## src/rtl/fetch_unit.sv

```systemverilog
// Instruction fetch stage: owns the PC, issues memory reads and
// loads the returned word into the instruction register.
module fetch_unit #(
  parameter logic [7:0] RESET_PC = 8'h00,
  parameter int         READ_LAT = 1
) (
  input  logic        CLK100MHZ,
  input  logic        RST,
  input  logic        fetch_start,
  input  logic        branch_en,
  input  logic [7:0]  branch_addr,
  input  logic [15:0] mem_data,
  output logic [7:0]  pc_addr,
  output logic        mem_pc_sel,
  output logic        mem_read,
  output logic [15:0] ir,
  output logic        ir_valid,
  output logic        busy
);

  typedef enum logic [2:0] {
    S_IDLE,
    S_REQ,
    S_WAIT,
    S_CAP,
    S_DONE
  } state_e;

  localparam logic [1:0] WAIT_LAST =
    (READ_LAT > 1) ? 2'(READ_LAT - 2) : 2'd0;

  state_e      state_q, state_d;
  logic [7:0]  pc_q, pc_d;
  logic [15:0] ir_q, ir_d;
  logic        pend_q, pend_d;
  logic [7:0]  pend_addr_q, pend_addr_d;
  logic [1:0]  cnt_q, cnt_d;

  always_comb begin
    state_d     = state_q;
    pc_d        = pc_q;
    ir_d        = ir_q;
    pend_d      = pend_q;
    pend_addr_d = pend_addr_q;
    cnt_d       = cnt_q;
    unique case (state_q)
      S_IDLE: begin
        if (fetch_start) state_d = S_REQ;
        if (branch_en) begin
          pc_d   = branch_addr;
          pend_d = 1'b0;
        end
      end
      S_REQ: begin
        cnt_d   = 2'd0;
        state_d = (READ_LAT > 1) ? S_WAIT : S_CAP;
      end
      S_WAIT: begin
        if (cnt_q == WAIT_LAST) state_d = S_CAP;
        else cnt_d = cnt_q + 2'd1;
      end
      S_CAP: begin
        ir_d    = mem_data;
        pend_d  = 1'b0;
        state_d = S_DONE;
        if (branch_en)   pc_d = branch_addr;
        else if (pend_q) pc_d = pend_addr_q;
        else             pc_d = pc_q + 8'd1;
      end
      S_DONE: state_d = S_IDLE;
      default: state_d = S_IDLE;
    endcase
    // Branches outside IDLE/CAPTURE wait for the next PC update.
    if (branch_en && (state_q == S_REQ || state_q == S_WAIT ||
                      state_q == S_DONE)) begin
      pend_d      = 1'b1;
      pend_addr_d = branch_addr;
    end
  end

  always_ff @(posedge CLK100MHZ) begin
    if (RST) begin
      state_q     <= S_IDLE;
      pc_q        <= RESET_PC;
      ir_q        <= 16'h0000;
      pend_q      <= 1'b0;
      pend_addr_q <= 8'h00;
      cnt_q       <= 2'd0;
    end else begin
      state_q     <= state_d;
      pc_q        <= pc_d;
      ir_q        <= ir_d;
      pend_q      <= pend_d;
      pend_addr_q <= pend_addr_d;
      cnt_q       <= cnt_d;
    end
  end

  assign pc_addr    = pc_q;
  assign ir         = ir_q;
  assign mem_read   = (state_q == S_REQ);
  assign mem_pc_sel = (state_q == S_REQ) || (state_q == S_WAIT) ||
                      (state_q == S_CAP);
  assign ir_valid   = (state_q == S_DONE);
  assign busy       = (state_q != S_IDLE);

endmodule

```

## config.mk

```make
export PLATFORM = sky130hd
export DESIGN_NAME = fetch_unit
export DESIGN_NICKNAME = d
export VERILOG_FILES = /design/src/rtl/fetch_unit.sv
export SDC_FILE = /design/constraint.sdc
export NUM_CORES = 1
export LEC_CHECK = 0
export BUFFER_PORTS_ARGS = -buffer_cell sky130_fd_sc_hd__buf_2
export CORE_UTILIZATION = 45
export DETAILED_ROUTE_END_ITERATION = 12
export PLACE_DENSITY = 0.75
export SLEW_MARGIN = 20
export SYNTH_ARGS = -nofsm -noshare
export SYNTH_HDL_FRONTEND = slang
export SYNTH_SLANG_ARGS = --single-unit
```

## constraint.sdc

```tcl
create_clock -name CLK100MHZ -period 2.5 [get_ports CLK100MHZ]
set_clock_uncertainty 0.15 [all_clocks]
set_input_delay 0.5 -clock CLK100MHZ [delete_from_list [all_inputs] [get_ports CLK100MHZ]]
set_output_delay 0.5 -clock CLK100MHZ [all_outputs]
set_load 0.005 [all_outputs]
```

==> qor.csv, run 1 <==
metric,value,unit
slew_violations,0,
ys_dominant_reg_cell,sky130_fd_sc_hd__dfxtp_1,
setup-tns-final,0,ns
finalWorstPathRequiredPeriod,2.11,ns
ys.warnings.count,0,
number_of_h_tree_branching_levels,2,
global_route.overflow_total,0,
power_per_cell_area,757,nW/µm²
required,1.85,ns
status,finished clean,
wire_per_inst,12.1,µm
gp_congestion,0.814,
leak_pwr,0.988,nW
synthTopCellsByArea,"sky130_fd_sc_hd__dfxtp_1 (42%), sky130_fd_sc_hd__nand2_1 (8.9%), sky130_fd_sc_hd__a21oi_1 (7.7%), sky130_fd_sc_hd__mux2i_1 (6.1%), sky130_fd_sc_hd__nor2_1 (4.5%)",
clk_pin_slew_worst_setup_hold_paths,0.08,ns
critical_path_class,reg -> out,
core_region_area,3770,µm²
netlist.area_leader.share,0.418,
detailed_place_hpwl,2.65,mm
synth_edf_count,0,
vias_in_the_first_global_route,1424,
stdcell_area,2210,µm²
ys_seq_area_frac,0.418,
placed_area,2100,µm²
ys_async_sr_fraction,0,
post-route-period-util,0.844,
nNetsFinal,300,
std_cell_rows,22,
cts_setup_buffers,0,
worst_pin_slew,0.558,ns
timing.max_cap.violations,0,
route.final.wire_length,3.86,mm
dr.pass1.iters,4,
die-area,4300,µm²
end_kind,primary output,
post_detailed_route_drc_marker_count,0,
worst_case_vdd_ir_drop,529,µV
cts_inserted_buffers,5,
clk_path_buf_depth,2,
die_w,65.6,µm
timing.max_slew.rel_slack,0.627,
tritoncts_num_sinks,38,
ys_types,40,
synth_seq_cells,38,
clock_latency,0.29,ns
cts_root_buffer,sky130_fd_sc_hd__clkbuf_8,
die_height,65.6,µm
design.portCount,56,
final_core_util,0.587,
hp-class,in -> reg,
post-synth-top-area-cell,sky130_fd_sc_hd__dfxtp_1,
initial_core_util,0.482,
drtIter0Drc,128,
route.antenna.remaining_nets,0,
type_of_origin_of_the_critical_path,flip-flop,
worstPathMaxFanout,14,
routed_via_density,5.18,
synth_nets,248,
syn_to_final_growth,21.6,%
max_clock_freq,474,MHz
postCtsHoldBufs,0,
number_of_antenna_violations_at_the_first_check_in_global_routing,0,
wire_length_of_the_first_global_routing_pass,6.27,mm
synth.avg_cell_area,8.35,µm²
antenna_cells_inserted,0,
aggregate_global_route_resource_usage,0.191,
synthesis.area,1820,µm²
setup_repair_after_global_routing_missed_its_margin,false,
worstPathArrival,1.46,ns
setup-violations-final,0,
io_buffers,55,
post_cts_resized,0,
maximum_number_of_pins_on_one_net_before_global_route_repair,33,
postSynthCellCount,218,
layout-drive-gt1-share,0.262,
tritoncts,built,
hold_violations,0,
routed-via-count,1651,
## power breakdown
part	total, mW	switching, mW	internal (mW)
Clock	0.522	0.225	0.297
Combinational	0.392	0.208	0.183
Sequential	0.760	0.0897	0.671
Total	1.67	0.523	1.15
## metal layers
layer	track usage	up-vias	wire, µm
met5	0	-	0
met4	0.0734	0	58
met3	0.0538	8	213
met2	0.293	44	1730
met1	0.253	744	1850
li1	-	855	-
## Yosys cell counts, types with 4 or more instances
library cell / instances
sky130_fd_sc_hd__inv_1: 7
sky130_fd_sc_hd__nand2_1: 43
sky130_fd_sc_hd__nor2_1: 22
sky130_fd_sc_hd__xor2_1: 4
sky130_fd_sc_hd__o21ai_0: 5
sky130_fd_sc_hd__buf_4: 4
sky130_fd_sc_hd__mux2i_1: 11
sky130_fd_sc_hd__nor3_1: 4
sky130_fd_sc_hd__o211ai_1: 5
sky130_fd_sc_hd__dfxtp_1: 38
sky130_fd_sc_hd__clkbuf_1: 4
sky130_fd_sc_hd__a21oi_1: 28
## critical path: stages, from the launching register on
cell	delay, ns
sky130_fd_sc_hd__dfxtp_1	0.63
sky130_fd_sc_hd__inv_1	0.24
sky130_fd_sc_hd__nor3_1	0.17
sky130_fd_sc_hd__buf_2	0.14
## kinds of logic (layout without fill, tap and decap cells)
| logic type | Yosys count | in the layout | synth area share |
|---|---|---|---|
| flops | 38 | 38 | 0.418 |
| buf+inv | 21 | 74 | 0.0619 |
| simple gates | 87 | 87 | 0.226 |
| compound gates | 54 | 54 | 0.195 |
| fa+ha+maj | 2 | 2 | 0.0138 |
| mux | 11 | 11 | 0.0605 |
| xor+xnor | 5 | 5 | 0.0241 |
## cell type report
class,instances,area [µm²]
clock buffer,5,68.8
timing repair buffer,59,305
inverter,7,26.3
fill,348,1560
tap,48,60.1
sequential,38,761
clock inverter,3,45.0
multi-input combinational,159,946
## layout by cell type (no fill, tap or decap), types with 2 or more instances in the layout
| cell | Yosys | final |
|---|---|---|
| sky130_fd_sc_hd__inv_1 | 7 | 7 |
| sky130_fd_sc_hd__and2_1 | 2 | 2 |
| sky130_fd_sc_hd__a21o_1 | 3 | 3 |
| sky130_fd_sc_hd__clkinvlp_4 | 0 | 2 |
| sky130_fd_sc_hd__nand2_1 | 43 | 43 |
| sky130_fd_sc_hd__o211ai_1 | 5 | 5 |
| sky130_fd_sc_hd__nand4_1 | 2 | 2 |
| sky130_fd_sc_hd__a211oi_1 | 3 | 3 |
| sky130_fd_sc_hd__ha_1 | 2 | 2 |
| sky130_fd_sc_hd__o21ai_1 | 2 | 2 |
| sky130_fd_sc_hd__nor2_1 | 22 | 22 |
| sky130_fd_sc_hd__mux2i_1 | 11 | 11 |
| sky130_fd_sc_hd__xor2_1 | 4 | 4 |
| sky130_fd_sc_hd__a21oi_1 | 28 | 28 |
| sky130_fd_sc_hd__dfxtp_1 | 38 | 38 |
| sky130_fd_sc_hd__o21ai_0 | 5 | 5 |
| sky130_fd_sc_hd__buf_4 | 4 | 4 |
| sky130_fd_sc_hd__nor4_1 | 2 | 2 |
| sky130_fd_sc_hd__nor2b_1 | 2 | 2 |
| sky130_fd_sc_hd__clkbuf_8 | 0 | 5 |
| sky130_fd_sc_hd__nand3_1 | 3 | 3 |
| sky130_fd_sc_hd__nor3_1 | 4 | 4 |
| sky130_fd_sc_hd__buf_2 | 3 | 55 |
## final timing paths
kind                            slack, ns    endpoint         from  cells past startpoint
worst max-delay path                 0.39    ir_valid   state_q[2]                      3
worst min-delay path                 0.29       ir[2]  mem_data[2]                      3
worst max register to register       0.60  pc_addr[4]   state_q[1]                      4
worst min register to register       0.30      ir[13]       ir[13]                      2
## stage by stage
| step | setup slack (ns) | total power, mW | cells | hold slack [ns] |
|---|---|---|---|---|
| 3_5_place_dp | 0.494 | 1.17 | 311 | 0.294 |
| 6_report | 0.390 | 1.67 | 319 | 0.286 |
| 4_1_cts | 0.383 | 1.69 | 319 | 0.279 |
| 5_1_grt | 0.277 | 1.77 | 319 | 0.276 |
| 3_3_place_gp | 0.548 | 1.16 | 311 | 0.290 |
| 2_1_floorplan | 0.910 | 1.05 | 218 | 0.303 |
## state kept, by name (all words and copies together) (netlist names)
| signal | count |
|---|---|
| pc_addr | 8 |
| state_q | 3 |
| ir | 16 |
| cnt_q | 2 |
| pend_addr_q | 8 |
| pend_q | 1 |
No activity file was read; power rests on OpenSTA's default activity.
==> run 2: changes to the inputs <==
clock period = 2.2 ns   (was 2.5 ns; I/O delays follow)
==> run 2 against run 1 <==
- sequential power grew 14%
- register-to-register slack lost 0.16 ns
- clock-buffer cell count is the same
- core utilization grew 0.066 points
- first-iteration DRC count shrank 4.7%
- global-route usage grew 1.0 points
- critical endpoint unchanged
- largest power group unchanged
- highest routed layer unchanged
==> qor.csv, run 2 (synthesis gave the netlist of run 1 again) <==
metric,value,unit
finalWorstPathRequiredPeriod,2.04,ns
required,1.61,ns
dr.pass1.iters,4,
end_kind,primary output,
maximum_number_of_pins_on_one_net_before_global_route_repair,32,
post_detailed_route_drc_marker_count,0,
number_of_antenna_violations_at_the_first_check_in_global_routing,0,
p_sw_frac,0.312,
aggregate_global_route_resource_usage,0.202,
cts_inserted_buffers,5,
status,finished clean,
switching_pwr,0.593,mW
routed-via-count,1680,
clock_latency,0.28,ns
die-area,4300,µm²
tritoncts,built,
setup_repair_after_global_routing_missed_its_margin,false,
gp_congestion,0.807,
p_seq_frac,0.455,
initial_core_util,0.482,
tritoncts_num_sinks,38,
worstPathArrival,1.45,ns
post-route-period-util,0.926,
wire_per_inst,12.5,µm
hold_depth,3,
post-route-worst-setup-slack,0.164,ns
cts_root_buffer,sky130_fd_sc_hd__clkbuf_8,
setup-violations-final,0,
routed_via_density,5.25,
crit_path_max_incr_delay,0.64,ns
clk_path_buf_depth,2,
dr_wl_met2,1.82,mm
setup-tns-final,0,ns
die_w,65.6,µm
critical_path.cell_chain,inv_1 -> nor3_1 -> buf_2,
worst_slack_after_detailed_placement,0.294,ns
antenna_cells_inserted,0,
nNetsFinal,301,
critical_path.slowest_cell,sky130_fd_sc_hd__dfxtp_1,
postCtsHoldBufs,0,
worst_case_vdd_ir_drop,490,µV
vias_in_the_first_global_route,1541,
leak_pwr,1.00,nW
total_internal_power,1.31,mW
share_comb_of_total_power,0.242,
die_height,65.6,µm
global_route.overflow_total,0,
mostFrequentLayoutCells,"sky130_fd_sc_hd__buf_2 (55), sky130_fd_sc_hd__nand2_1 (43), sky130_fd_sc_hd__dfxtp_1 (38)",
wl_met3,297,µm
worst_pin_slew,0.540,ns
cts_setup_buffers,0,
highest_layer,met4,
slew_violations,0,
hp-class,in -> reg,
power_per_cell_area,859,nW/µm²
post_cts_resized,0,
clk_pin_slew_worst_setup_hold_paths,0.07,ns
io_buffers,55,
route.antenna.remaining_nets,0,
drtIter0Drc,122,
critical_path_class,reg -> out,
layout.cells.most_common,sky130_fd_sc_hd__buf_2,
max_clock_freq,491,MHz
reg2reg_depth,4,
core_region_area,3770,µm²
layout-drive-gt1-share,0.265,
worstPathMaxFanout,14,
design.portCount,56,
hold_violations,0,
number_of_h_tree_branching_levels,2,
timing.max_slew.rel_slack,0.640,
detail_route.wirelength.met1,1.86,mm
std_cell_rows,22,
route.final.wire_length,3.99,mm
type_of_origin_of_the_critical_path,flip-flop,
timing.max_cap.violations,0,
wire_length_of_the_first_global_routing_pass,6.73,mm
largest_register_ff_count,16,
syn_to_final_growth,21.7,%
p_clk_frac,0.303,
detailed_place_hpwl,2.77,mm
run 2: changes by cell type in the layout (fill, tap and decap cells not counted):
cell                         change
sky130_fd_sc_hd__clkinvlp_4      -2
sky130_fd_sc_hd__clkinv_2        +2
sky130_fd_sc_hd__buf_4           +1
run 2: routing by layer:
metal / vias to the layer above / global-route usage
li1: 856 / -
met1: 760 / 0.260
met2: 61 / 0.326
met3: 3 / 0.0590
met4: 0 / 0.0543
met5: - / 0
run 2: worst paths after layout:
path	from	endpoint	slack [ns]
setup reg to reg	state_q[1]	pc_addr[4]	0.44
hold reg to reg	ir[2]	ir[2]	0.30
hold / removal	mem_data[9]	ir[9]	0.24
setup / recovery	state_q[2]	ir_valid	0.16
run 2: through the flow:
| step | cell area, µm² | hold slack [ns] | utilization | instances | power (mW) |
|---|---|---|---|---|---|
| 2_1_floorplan | 1820 | 0.303 | - | 218 | 1.19 |
| 3_3_place_gp | 2110 | 0.289 | 0.558 | 312 | 1.33 |
| 3_5_place_dp | 2110 | 0.295 | 0.558 | 312 | 1.34 |
| 4_1_cts | 2210 | 0.230 | 0.587 | 320 | 1.92 |
| 5_1_grt | 2210 | 0.225 | 0.587 | 320 | 2.01 |
| 6_report | 2210 | 0.238 | 0.587 | 320 | 1.90 |
run 2: layout make-up:
type | instances | area [µm²]
clock buffers | 5 | 68.8
clock inverters | 3 | 40.0
fillers | 356 | 1560
inverters | 7 | 26.3
multi-input cells | 159 | 946
flip-flops and latches | 38 | 761
well taps | 48 | 60.1
repair buffers | 60 | 313
run 2: power groups by stage:
stage               Clock (mW)  Sequential [mW]  Combinational [mW]
finish                   0.577            0.865               0.460
global placement             0            0.875               0.451
global route             0.622            0.878               0.515
detailed placement           0            0.878               0.459
floorplan                    0            0.840               0.348
CTS                      0.591            0.863               0.463
run 2: worst max-delay path: cells and delay by family (launching register included):
| family | cells | cell delay [ns] |
|---|---|---|
| flip-flops | 1 | 0.64 |
| AND/OR/NAND/NOR | 1 | 0.16 |
| buffers and inverters | 2 | 0.36 |
==> run 3: changes to the inputs <==
CORE_UTILIZATION = 35   (was 45)
PLACE_DENSITY = 0.61   (was 0.75)
==> run 3 against run 2 <==
- wire length is 6.0% higher
- critical path depth unchanged
- setup slack improved by 0.0018 ns
- core utilization down 13 points
- sequential share of layout area down 0.14 points
- combinational power rose by 5.4%
- sequential power down 2.4%
- largest cell class unchanged
- die area grew 28%
==> qor.csv, run 3 (synthesis gave the netlist of run 1 again) <==
metric,value,unit
setup_repair_after_global_routing_missed_its_margin,false,
status,finished clean,
end_kind,primary output,
critical_path_class,reg -> out,
worstPathArrival,1.44,ns
drtIter0Drc,65,
number_of_h_tree_branching_levels,2,
hold_violations,0,
hp-class,in -> reg,
io_buffers,55,
post-route-period-util,0.925,
core_region_area,4850,µm²
leak_pwr,0.997,nW
worst_pin_slew,0.500,ns
timing.max_slew.rel_slack,0.666,
syn_to_final_growth,22.2,%
clk_pin_slew_worst_setup_hold_paths,0.07,ns
std_cell_rows,25,
cts_setup_buffers,0,
die_height,74.1,µm
routed_via_density,4.94,
cts_inserted_buffers,5,
wire_per_inst,12.4,µm
vias_in_the_first_global_route,1524,
layout.cells.most_common,sky130_fd_sc_hd__buf_2,
timing.max_cap.violations,0,
die-area,5490,µm²
number_of_antenna_violations_at_the_first_check_in_global_routing,0,
route.antenna.remaining_nets,0,
gp_congestion,0.818,
nNetsFinal,303,
placed_area,2140,µm²
tritoncts,built,
tritoncts_num_sinks,38,
worst_case_vdd_ir_drop,358,µV
post_cts_resized,0,
required,1.61,ns
detailed_place_hpwl,2.95,mm
setup-tns-final,0,ns
hold_worst_slack,0.234,ns
cts_root_buffer,sky130_fd_sc_hd__clkbuf_8,
setup-violations-final,0,
largest_register_ff_count,16,
type_of_origin_of_the_critical_path,flip-flop,
clk_path_buf_depth,2,
stdcell_area,2220,µm²
mostFrequentLayoutCells,"sky130_fd_sc_hd__buf_2 (55), sky130_fd_sc_hd__nand2_1 (43), sky130_fd_sc_hd__dfxtp_1 (38)",
initial_core_util,0.375,
post_detailed_route_drc_marker_count,0,
finalWorstPathRequiredPeriod,2.03,ns
worstPathMaxFanout,14,
slew_violations,0,
max_clock_freq,492,MHz
routed-via-count,1678,
die_w,74.1,µm
aggregate_global_route_resource_usage,0.162,
power_per_cell_area,802,nW/µm²
global_route.overflow_total,0,
clock_latency,0.28,ns
antenna_cells_inserted,0,
layout-drive-gt1-share,0.267,
postCtsHoldBufs,0,
wire_length_of_the_first_global_routing_pass,6.92,mm
maximum_number_of_pins_on_one_net_before_global_route_repair,19,
route.final.wire_length,4.23,mm
design.portCount,56,
dr.pass1.iters,4,
## run 3: final cells by class
| cell class | count | area, µm² |
|---|---|---|
| flip-flops and latches | 38 | 761 |
| inverters | 7 | 26.3 |
| multi-input cells | 159 | 946 |
| clock inverters | 2 | 10.0 |
| repair buffers | 62 | 328 |
| fillers | 499 | 2630 |
| clock buffers | 5 | 68.8 |
| well taps | 67 | 83.8 |
## run 3: final timing paths
| kind | start | end | slack [ns] | depth (start not counted) |
|---|---|---|---|---|
| min | mem_data[15] | ir[15] | 0.23 | 3 |
| max reg2reg | state_q[0] | pc_addr[4] | 0.41 | 4 |
| max | state_q[2] | ir_valid | 0.17 | 3 |
| min reg2reg | ir[12] | ir[12] | 0.30 | 2 |
## run 3: stage by stage
stage          total power [mW]  worst slack, ns  instances  utilization
2_1_floorplan              1.19            0.670        218            -
3_3_place_gp               1.34            0.300        333        0.442
3_5_place_dp               1.35            0.268        333        0.442
4_1_cts                    1.80            0.163        340        0.459
5_1_grt                    1.90           0.0421        340        0.459
6_report                   1.78            0.166        340        0.459
## run 3: layer usage
layer	vias up	part of all wire	GRT usage
met5	-	0	0
met4	0	0.012	0.0534
met3	6	0.060	0.0434
met2	53	0.45	0.256
met1	762	0.47	0.216
li1	857	-	-
## run 3: worst max-delay path, stage by stage, from the launching register on
cell                      delay, ns
sky130_fd_sc_hd__dfxtp_1       0.64
sky130_fd_sc_hd__inv_1         0.22
sky130_fd_sc_hd__nor3_1        0.17
sky130_fd_sc_hd__buf_2         0.13
## run 3: report_power, final
| group | internal, mW | leakage (nW) | switching (mW) |
|---|---|---|---|
| registers | 0.762 | 0.309 | 0.0816 |
| logic | 0.219 | 0.644 | 0.265 |
| clock network | 0.213 | 0.0438 | 0.241 |
